`src/rtl/miner_pkg.sv`:
```
// Shared constants and state encodings for the miner host front end.
package miner_pkg;

  localparam int FRAME_LEN    = 76;
  localparam int RESULT_BYTES = 5;

  localparam logic [7:0] C_SYNC_BYTE    = 8'hA5;
  localparam logic [7:0] C_ST_SOLVED    = 8'h01;
  localparam logic [7:0] C_ST_EXHAUSTED = 8'h02;
  localparam logic [7:0] C_ST_BAD_CSUM  = 8'hEE;

  typedef enum logic [2:0] {
    SOLVER_WORKING    = 3'd0,
    SOLVER_TRANSITION = 3'd1,
    SOLVER_FOUND      = 3'd2,
    SOLVER_NONE       = 3'd3
  } solver_state_t;

  typedef enum logic [2:0] {
    D_IDLE   = 3'd0,
    D_RECV   = 3'd1,
    D_CHECK  = 3'd2,
    D_RUN    = 3'd3,
    D_REPORT = 3'd4,
    D_NACK   = 3'd5
  } disp_state_t;

endpackage

```
`src/rtl/byte_serializer.sv`:
```
// Parallel-in, valid/ready byte-out shifter; sends i_len bytes MSB first.
module byte_serializer #(
  parameter int NBYTES = 5
) (
  input  logic                  clk,
  input  logic                  rst_n,
  input  logic                  i_load,
  input  logic [8*NBYTES-1:0]   i_data,
  input  logic [2:0]            i_len,
  output logic [7:0]            o_data,
  output logic                  o_valid,
  input  logic                  i_ready,
  output logic                  o_last
);

  localparam int W = 8 * NBYTES;

  logic [W-1:0] r_buf;
  logic [7:0]   r_data;
  logic         r_valid;
  logic [2:0]   r_left;

  // r_left counts bytes still queued behind the one on o_data.
  always_ff @(posedge clk or negedge rst_n) begin
    if (!rst_n) begin
      r_buf   <= '0;
      r_data  <= '0;
      r_valid <= 1'b0;
      r_left  <= '0;
    end else if (i_load) begin
      r_valid <= 1'b1;
      r_data  <= i_data[W-1 -: 8];
      r_buf   <= {i_data[W-9:0], 8'h00};
      r_left  <= i_len - 3'd1;
    end else if (r_valid && i_ready) begin
      if (r_left == 3'd0) begin
        r_valid <= 1'b0;
      end else begin
        r_data <= r_buf[W-1 -: 8];
        r_buf  <= {r_buf[W-9:0], 8'h00};
        r_left <= r_left - 3'd1;
      end
    end
  end

  assign o_data  = r_data;
  assign o_valid = r_valid;
  assign o_last  = r_valid && i_ready && (r_left == 3'd0);

endmodule

```
`src/rtl/work_dispatcher.sv`:
```
// Receives a work frame from the host, runs block_solver on it and reports the result.
module work_dispatcher
  import miner_pkg::*;
#(
  parameter logic [7:0] SYNC_BYTE    = C_SYNC_BYTE,
  parameter logic [7:0] ST_SOLVED    = C_ST_SOLVED,
  parameter logic [7:0] ST_EXHAUSTED = C_ST_EXHAUSTED,
  parameter logic [7:0] ST_BAD_CSUM  = C_ST_BAD_CSUM
) (
  input  logic         clk,
  input  logic         rst_n,
  input  logic [7:0]   in_data,
  input  logic         in_valid,
  output logic         in_ready,
  output logic [7:0]   out_data,
  output logic         out_valid,
  input  logic         out_ready,
  output logic [255:0] midstate,
  output logic [95:0]  header_leftovers,
  output logic [255:0] target,
  output logic         solver_rst_n,
  input  logic [2:0]   solver_state,
  input  logic [31:0]  solver_nonce,
  output logic         busy
);

  disp_state_t r_state, w_state_nxt;
  logic [607:0] r_sr;
  logic [6:0]   r_count;
  logic [7:0]   r_csum;
  logic [7:0]   r_csum_rx;
  logic         r_solver_rst_n;
  logic         r_busy;

  logic         w_in_ready;
  logic         w_hs;
  logic         w_sync;
  logic         w_clr;
  logic         w_shift;
  logic         w_cap;
  logic         w_load;
  logic [39:0]  w_load_data;
  logic [2:0]   w_load_len;
  logic         w_rst_nxt;
  logic         w_busy_nxt;
  logic         w_ser_last;

  // A finished solver result blocks the input so a coincident abort byte stays pending.
  always_comb begin
    w_in_ready = 1'b0;
    case (r_state)
      D_IDLE, D_RECV: w_in_ready = 1'b1;
      D_RUN:          w_in_ready = (solver_state < 3'd2);
      default:        w_in_ready = 1'b0;
    endcase
  end

  assign w_hs   = in_valid && w_in_ready;
  assign w_sync = w_hs && (in_data == SYNC_BYTE);

  always_comb begin
    w_state_nxt = r_state;
    w_clr       = 1'b0;
    w_shift     = 1'b0;
    w_cap       = 1'b0;
    w_load      = 1'b0;
    w_load_data = '0;
    w_load_len  = 3'd0;
    w_rst_nxt   = r_solver_rst_n;
    w_busy_nxt  = r_busy;
    case (r_state)
      D_IDLE: begin
        w_rst_nxt = 1'b0;
        if (w_sync) begin
          w_clr       = 1'b1;
          w_state_nxt = D_RECV;
        end
      end
      D_RECV: begin
        if (w_hs) begin
          if (r_count == 7'(FRAME_LEN)) begin
            w_cap       = 1'b1;
            w_state_nxt = D_CHECK;
          end else begin
            w_shift = 1'b1;
          end
        end
      end
      D_CHECK: begin
        if (r_csum == r_csum_rx) begin
          w_rst_nxt   = 1'b1;
          w_busy_nxt  = 1'b1;
          w_state_nxt = D_RUN;
        end else begin
          w_load      = 1'b1;
          w_load_data = {ST_BAD_CSUM, 32'h0};
          w_load_len  = 3'd1;
          w_state_nxt = D_NACK;
        end
      end
      D_RUN: begin
        if (solver_state == SOLVER_FOUND || solver_state == SOLVER_NONE) begin
          w_load      = 1'b1;
          w_load_data = {(solver_state == SOLVER_FOUND) ? ST_SOLVED : ST_EXHAUSTED,
                         solver_nonce};
          w_load_len  = 3'(RESULT_BYTES);
          w_rst_nxt   = 1'b0;
          w_busy_nxt  = 1'b0;
          w_state_nxt = D_REPORT;
        end else if (w_sync) begin
          w_clr       = 1'b1;
          w_rst_nxt   = 1'b0;
          w_busy_nxt  = 1'b0;
          w_state_nxt = D_RECV;
        end
      end
      D_REPORT, D_NACK: begin
        w_rst_nxt  = 1'b0;
        w_busy_nxt = 1'b0;
        if (w_ser_last) begin
          w_state_nxt = D_IDLE;
        end
      end
      default: begin
        w_rst_nxt   = 1'b0;
        w_busy_nxt  = 1'b0;
        w_state_nxt = D_IDLE;
      end
    endcase
  end

  always_ff @(posedge clk or negedge rst_n) begin
    if (!rst_n) begin
      r_state        <= D_IDLE;
      r_sr           <= '0;
      r_count        <= '0;
      r_csum         <= '0;
      r_csum_rx      <= '0;
      r_solver_rst_n <= 1'b0;
      r_busy         <= 1'b0;
    end else begin
      r_state        <= w_state_nxt;
      r_solver_rst_n <= w_rst_nxt;
      r_busy         <= w_busy_nxt;
      if (w_clr) begin
        r_count <= '0;
        r_csum  <= '0;
      end else if (w_shift) begin
        r_sr    <= {r_sr[599:0], in_data};
        r_csum  <= r_csum ^ in_data;
        r_count <= r_count + 7'd1;
      end
      if (w_cap) begin
        r_csum_rx <= in_data;
      end
    end
  end

  byte_serializer #(.NBYTES(RESULT_BYTES)) u_ser (
    .clk     (clk),
    .rst_n   (rst_n),
    .i_load  (w_load),
    .i_data  (w_load_data),
    .i_len   (w_load_len),
    .o_data  (out_data),
    .o_valid (out_valid),
    .i_ready (out_ready),
    .o_last  (w_ser_last)
  );

  assign in_ready         = w_in_ready;
  assign midstate         = r_sr[607:352];
  assign header_leftovers = r_sr[351:256];
  assign target           = r_sr[255:0];
  assign solver_rst_n     = r_solver_rst_n;
  assign busy             = r_busy;

endmodule

```
`config.mk`:
```
export PLATFORM = sky130hd
export DESIGN_NAME = work_dispatcher
export DESIGN_NICKNAME = d
export VERILOG_FILES = /design/src/rtl/miner_pkg.sv /design/src/rtl/byte_serializer.sv /design/src/rtl/work_dispatcher.sv
export SDC_FILE = /design/constraint.sdc
export NUM_CORES = 1
export LEC_CHECK = 0
export CORE_AREA = 2 2 263 265
export DETAILED_ROUTE_END_ITERATION = 12
export DIE_AREA = 0 0 265 267
export PLACE_DENSITY = 0.68
export SLEW_MARGIN = 20
export SYNTH_ARGS = -nofsm -noshare
export SYNTH_HDL_FRONTEND = slang
export SYNTH_SLANG_ARGS = --single-unit
```
`constraint.sdc`:
```
create_clock -name clk -period 2.2 [get_ports clk]
set_input_delay 0.33 -clock clk [delete_from_list [all_inputs] [get_ports clk]]
set_output_delay 0.33 -clock clk [all_outputs]
set_load 0.01 [all_outputs]
```
* Word level (Yosys, flattened, before mapping)
Cells that the tools add are included.
Cells by class: add/subtract/negate cells 3, magnitude comparators 1, equality and inequality tests 16, multiplexer cells 48, bitwise operators 4, reduce and logical (&&, ||, !) cells 18
Operators by type and width (number):
- $mux W40 | 4
- $pmux W40 S2 | 1
- $mux W8 | 5
- $mux W34 | 1
- $mux W3 | 10
- $mux W1 | 17
- $pmux W3 S5 | 1
- $mux W7 | 2
- $eq A3 B2 Y1 const B | 4
- $reduce_and A3 Y1 | 3
- $eq A8 B8 Y1 | 1
- $eq A8 B8 Y1 const B | 1
- $xor A8 B8 Y8 | 1
- $add A7 B1 Y7 const B | 1
- $eq A7 B7 Y1 const B | 1
- $eq A3 B3 Y1 const B | 2
- $logic_not A3 Y1 | 2
- $ne A2 B2 Y1 const B | 3
- $pmux W1 S2 | 3
- $pmux W1 S3 | 2
- $pmux W3 S2 | 1
- $reduce_and A2 Y1 | 3
- $reduce_bool A2 Y1 | 3
- $sub A3 B1 Y3 const B | 2
- other kinds (9) | 16
Word-level totals: register bits after elaboration 688, input port bits 47, output and inout port bits 620

* Logic depth before layout (Yosys ltp)
word-level depth 10, gate-level depth with buffers 11, depth with buffers taken out 9

* Hierarchy
Synthesis repeated with hierarchy kept, for this count alone.
Unflattened totals: cells, all modules 1702, area, all modules 26444.1 µm²
By module, submodules not included:
- work_dispatcher | times used 1, cells an instance 1469, area each 24348.4 µm²
- byte_serializer | times used 1, cells an instance 233, area each 2095.8 µm²

* Worst setup path before layout
Ideal clock, no wire load.
path type flip-flop to flip-flop, start point register r_state[2], end point register u_ser.r_left[2], setup time 125 ps, data arrival time 2029 ps, path slack 46 ps, stages on the path, launching flop included 11, buffers on the path 2, clock period less this slack 2154 ps, cell sequence dfrtp_1 buf_2 or3_1 a21o_1 buf_2 nand2_1 nor2_1 ha_1 and3_1 a311oi_1 nand2_1
On the way: word-level cells in the longest chain between the ends 4, elaborated cells between the ends (all ways) 9, those cells by class add/sub: 1; eq/ne: 3; mux: 3; reduce/logical: 2
RTL lines:
- start, declared | line work_dispatcher.sv:27 | disp_state_t r_state, w_state_nxt;
- start signal, assigned | line work_dispatcher.sv:142 | r_state <= w_state_nxt;
- $eq A3 B2 Y1 | line work_dispatcher.sv:71 | case (r_state)
- $pmux W3 S2 / $pmux W1 S2 (equally long branches) | line work_dispatcher.sv:71
- $sub A3 B1 Y3 (tied with other cells) | line byte_serializer.sv:34 | r_left <= i_len - 3'd1;
- $mux W3 / $reduce_and A2 Y1 (equally long branches)
- end signal, assigned | line byte_serializer.sv:34
- end signal, assigned | line byte_serializer.sv:41 | r_left <= r_left - 3'd1;
- end, declared | line byte_serializer.sv:21 | logic [2:0] r_left;
Several ways; a longest one is shown, not always the timed one. A chain may end at the register's enable or synchronous reset.

* Final worst setup path
start point register r_csum_rx[7], end point register u_ser.r_left[2]
On the way: word-level cells in the longest chain between the ends 5, elaborated cells between the ends (all ways) 10, those cells by class add/sub: 1; eq/ne: 2; mux: 5; reduce/logical: 2
RTL lines:
- start, declared | line work_dispatcher.sv:31 | logic [7:0] r_csum_rx;
- start signal, assigned | line work_dispatcher.sv:154 | r_csum_rx <= in_data;
- $eq A8 B8 Y1 (*) | line work_dispatcher.sv:90 | if (r_csum == r_csum_rx) begin
- $mux W1 | line work_dispatcher.sv:90
- $pmux W3 S2 / $pmux W1 S2 (equally long branches) | line work_dispatcher.sv:71
- $sub A3 B1 Y3 (tied with other cells) | line byte_serializer.sv:34
- $mux W3 / $reduce_and A2 Y1 (equally long branches)
Mark *: on every way between the ends. The rest lies on a longest branch, timed or not.

==> impl_metrics.env <==
export IMPL_avgSynthCellArea_um2=9.14
export IMPL_hold_viol=0
export IMPL_setup_worst_path_class="flip-flop to flip-flop"
export IMPL_drt_first_iter_violations=1649
export IMPL_leakagePower_uw=0.0196
export IMPL_synth_fp_nets=2935
export IMPL_cts_sinks=680
export IMPL_crit_path_max_incr_delay_ns=0.38
export IMPL_worst_ep_required_time_ns=2.69
export IMPL_vias=21400
export IMPL_ant_nets=0
export IMPL_grt_pass1_wl_um=125000
export IMPL_reg2regPathDepth=10
export IMPL_fin_skew_ns=0.0288
export IMPL_synth_flop_cell="dfrtp_1"
export IMPL_cts_tree="built"
export IMPL_ys_seq_area_frac=0.645
export IMPL_dp_cells=4395
export IMPL_avgRoutedWirePerCell_um=17.9
export IMPL_drv_cap=0
export IMPL_cts_max_path_buffers=3
export IMPL_synth_edf_count=0
export IMPL_syn_cell_area_um2=26400
export IMPL_fmax_ghz=0.469
export IMPL_synthArstFlopShare=1.00
export IMPL_p_per_area_nw_per_um2=765
export IMPL_grt_overflow=0
export IMPL_die_y_um=267
export IMPL_cp_start_kind="flip-flop"
export IMPL_final_common_cell="nand2_1"
export IMPL_crit_slowest_cell="dfrtp_1"
export IMPL_wl_met3_um=4810
export IMPL_hp_class="primary input to asynchronous set/reset pin"
export IMPL_io_pins=667
export IMPL_cts_max_level=3
export IMPL_routed_wl_um=81200
export IMPL_holdWs_ns=0.227
export IMPL_max_vdd_ir_drop_mv=0.683
export IMPL_root_buffer="clkbuf_16"
export IMPL_fin_nets=3641
export IMPL_finalSetupViolations=0
export IMPL_grt_max_degree=74
export IMPL_area_growth_pct=41.4
export IMPL_fin_crit_ns=2.13
export IMPL_wl_met1_um=33800
export IMPL_nFillCells=5988
export IMPL_cp_buffers_inverters=1
export IMPL_top_layer="met4"
export IMPL_initial_core_util=0.388
export IMPL_fin_setup_tns_ns=0
export IMPL_crit_family="simple AND/OR/NAND/NOR gates"
export IMPL_synth_distinct_cells=45
export IMPL_place_gp_congestion=0.858
export IMPL_worst_pin_slew_ns=0.853
export IMPL_preCtsSetupSlack_ns=-0.0808
export IMPL_portBuffers=666
export IMPL_final_setup_worst_slack_ns=0.0671
export IMPL_dr_wl_met2_um=38800
export IMPL_worstPathMaxFanout=5
export IMPL_synth_top_family_by_area="simple AND/OR/NAND/NOR gates"
export IMPL_synth_compound_area_share=0.0175
export IMPL_maxSlewHeadroom=0.430
export IMPL_synth_simple_area_share=0.277
export IMPL_dp_hpwl_um=58800
export IMPL_slew_violations=0
export IMPL_first_global_vias=20900
export IMPL_drive_above_1_share=0.0723
export IMPL_ys_ff_latch=680
export IMPL_avgViaCountPerCell=4.72
export IMPL_grt_antenna_before_repair=1
export IMPL_die_w_um=265
export IMPL_p_total_uw=28500
export IMPL_rows=96
export IMPL_muxShareOfSynthArea=0.0156
export IMPL_path_cells="xor2_1 > nor4_2 > buf_4 > a21oi_2 > nor2_2 > nand2_1 > ha_2 > and3_1 > a311oi_1 > nand2_1"
export IMPL_core_area_um2=68000
export IMPL_period_share=0.970
export IMPL_status="complete, no violations"
export IMPL_die_area_um2=70800
export IMPL_synthAdderAreaFrac=0.00142
export IMPL_cp_end_kind="flip-flop"
export IMPL_insertion_delay_ns=0.62
export IMPL_netlist_instances=2885
export IMPL_path_depth=10
export IMPL_synth_xor_area_frac=0.00697
export IMPL_yosys_warnings=0
export IMPL_clk_pin_slew_ns=0.06
export IMPL_rsz0062_at_grt="yes"
export IMPL_worstPathArrival_ns=2.62
export IMPL_stdcell_count=4534
export IMPL_dr_pass1_iters=5
export IMPL_drc_errors=0
export IMPL_worst_path_most_repeated_cell="nand2_1"
export IMPL_rrSetupSlack_ns=0.07
export IMPL_cts_buffers_inserted=74
export IMPL_mostFrequentLayoutCells="nand2_1 (1867), dfrtp_1 (679), clkdlybuf4s50_1 (664)"
export IMPL_globalRouteTotalUtil=0.226
[path summary, 6_finish.rpt]
check | startpoint | to
worst max-delay path | r_csum_rx[7] | u_ser.r_left[2]
worst min-delay path | rst_n | r_sr[78]
worst max register to register | r_csum_rx[7] | u_ser.r_left[2]
worst min register to register | r_sr[600] | r_sr[600]
max in group asynchronous | rst_n | r_sr[279]
min in group clk | solver_nonce[29] | u_ser.r_buf[37]
[area by class of cell]
class                           instances  area (µm²)  share of cell area
Multi-Input combinational cell       2046        8450               0.227
Tap cell                              882        1100              0.0296
Clock inverter                         33         434              0.0116
Clock buffer                          103        2100              0.0563
Sequential cell                       680       17000               0.456
Antenna cell                            1        2.50           0.0000671
Timing Repair Buffer                  784        8170               0.219
Inverter                                5        18.8            0.000503
[metrics by stage]
stage / area [µm²] / util
4_1_cts: 37300 / 0.548
3_3_place_gp: 34700 / 0.511
5_1_grt: 37300 / 0.549
3_5_place_dp: 34700 / 0.511
6_report: 37300 / 0.549
2_1_floorplan: 26400 / -
[power breakdown]
group | total, µW | switching [µW] | internal [µW]
logic | 2330 | 1280 | 1040
registers | 13400 | 388 | 13000
clock network | 12900 | 5270 | 7580
[cells by family (layout without fill, tap and decap cells)]
kind of cell | Yosys count | after routing
buffers and inverters | 159 | 925
AOI/OAI and AO/OA | 62 | 62
DFF | 680 | 680
adders and majority gates | 3 | 3
and+or+nand+nor | 1920 | 1920
muxes | 40 | 40
other | 0 | 1
xor gates and xnor gates | 21 | 21
[flip-flops by register name, summed over array words and instances (netlist names), 3 cells and up]
name	flops
r_count	7
r_csum	8
r_csum_rx	8
r_sr	608
r_state	3
u_ser.o_data	8
u_ser.r_buf	32
u_ser.r_left	3
[synthesized netlist by cell type, types with 5 or more instances]
| master | n | share of area |
|---|---|---|
| nand2_1 | 1867 | 0.27 |
| dfrtp_1 | 680 | 0.65 |
| buf_2 | 78 | 0.015 |
| buf_4 | 68 | 0.019 |
| mux2i_1 | 32 | 0.012 |
| o31ai_1 | 25 | 0.0071 |
| nor2_1 | 21 | 0.0030 |
| xor2_1 | 20 | 0.0066 |
| o21ai_0 | 11 | 0.0021 |
| a32o_1 | 8 | 0.0030 |
| mux2_2 | 8 | 0.0034 |
| nor3_1 | 6 | 0.0011 |
| a21oi_1 | 5 | 0.00095 |
| clkbuf_1 | 5 | 0.00071 |
| inv_1 | 5 | 0.00071 |
[routing by layer]
layer  track usage  vias to the layer above
li1              -                    10300
met1         0.290                    10300
met2         0.364                      610
met3        0.0535                      197
met4         0.104                        0
met5             0                        -
[repair_timing]
action                                 CTS  global route
pin swaps                                2             1
gates cloned                             0             0
buffers inserted                         0             1
setup endpoints to repair                2             2
resized for setup                        6             2
hold buffers                             1             0
endpoints found under the hold margin   25             0
Note: power is estimated with default switching activity, not from simulation.
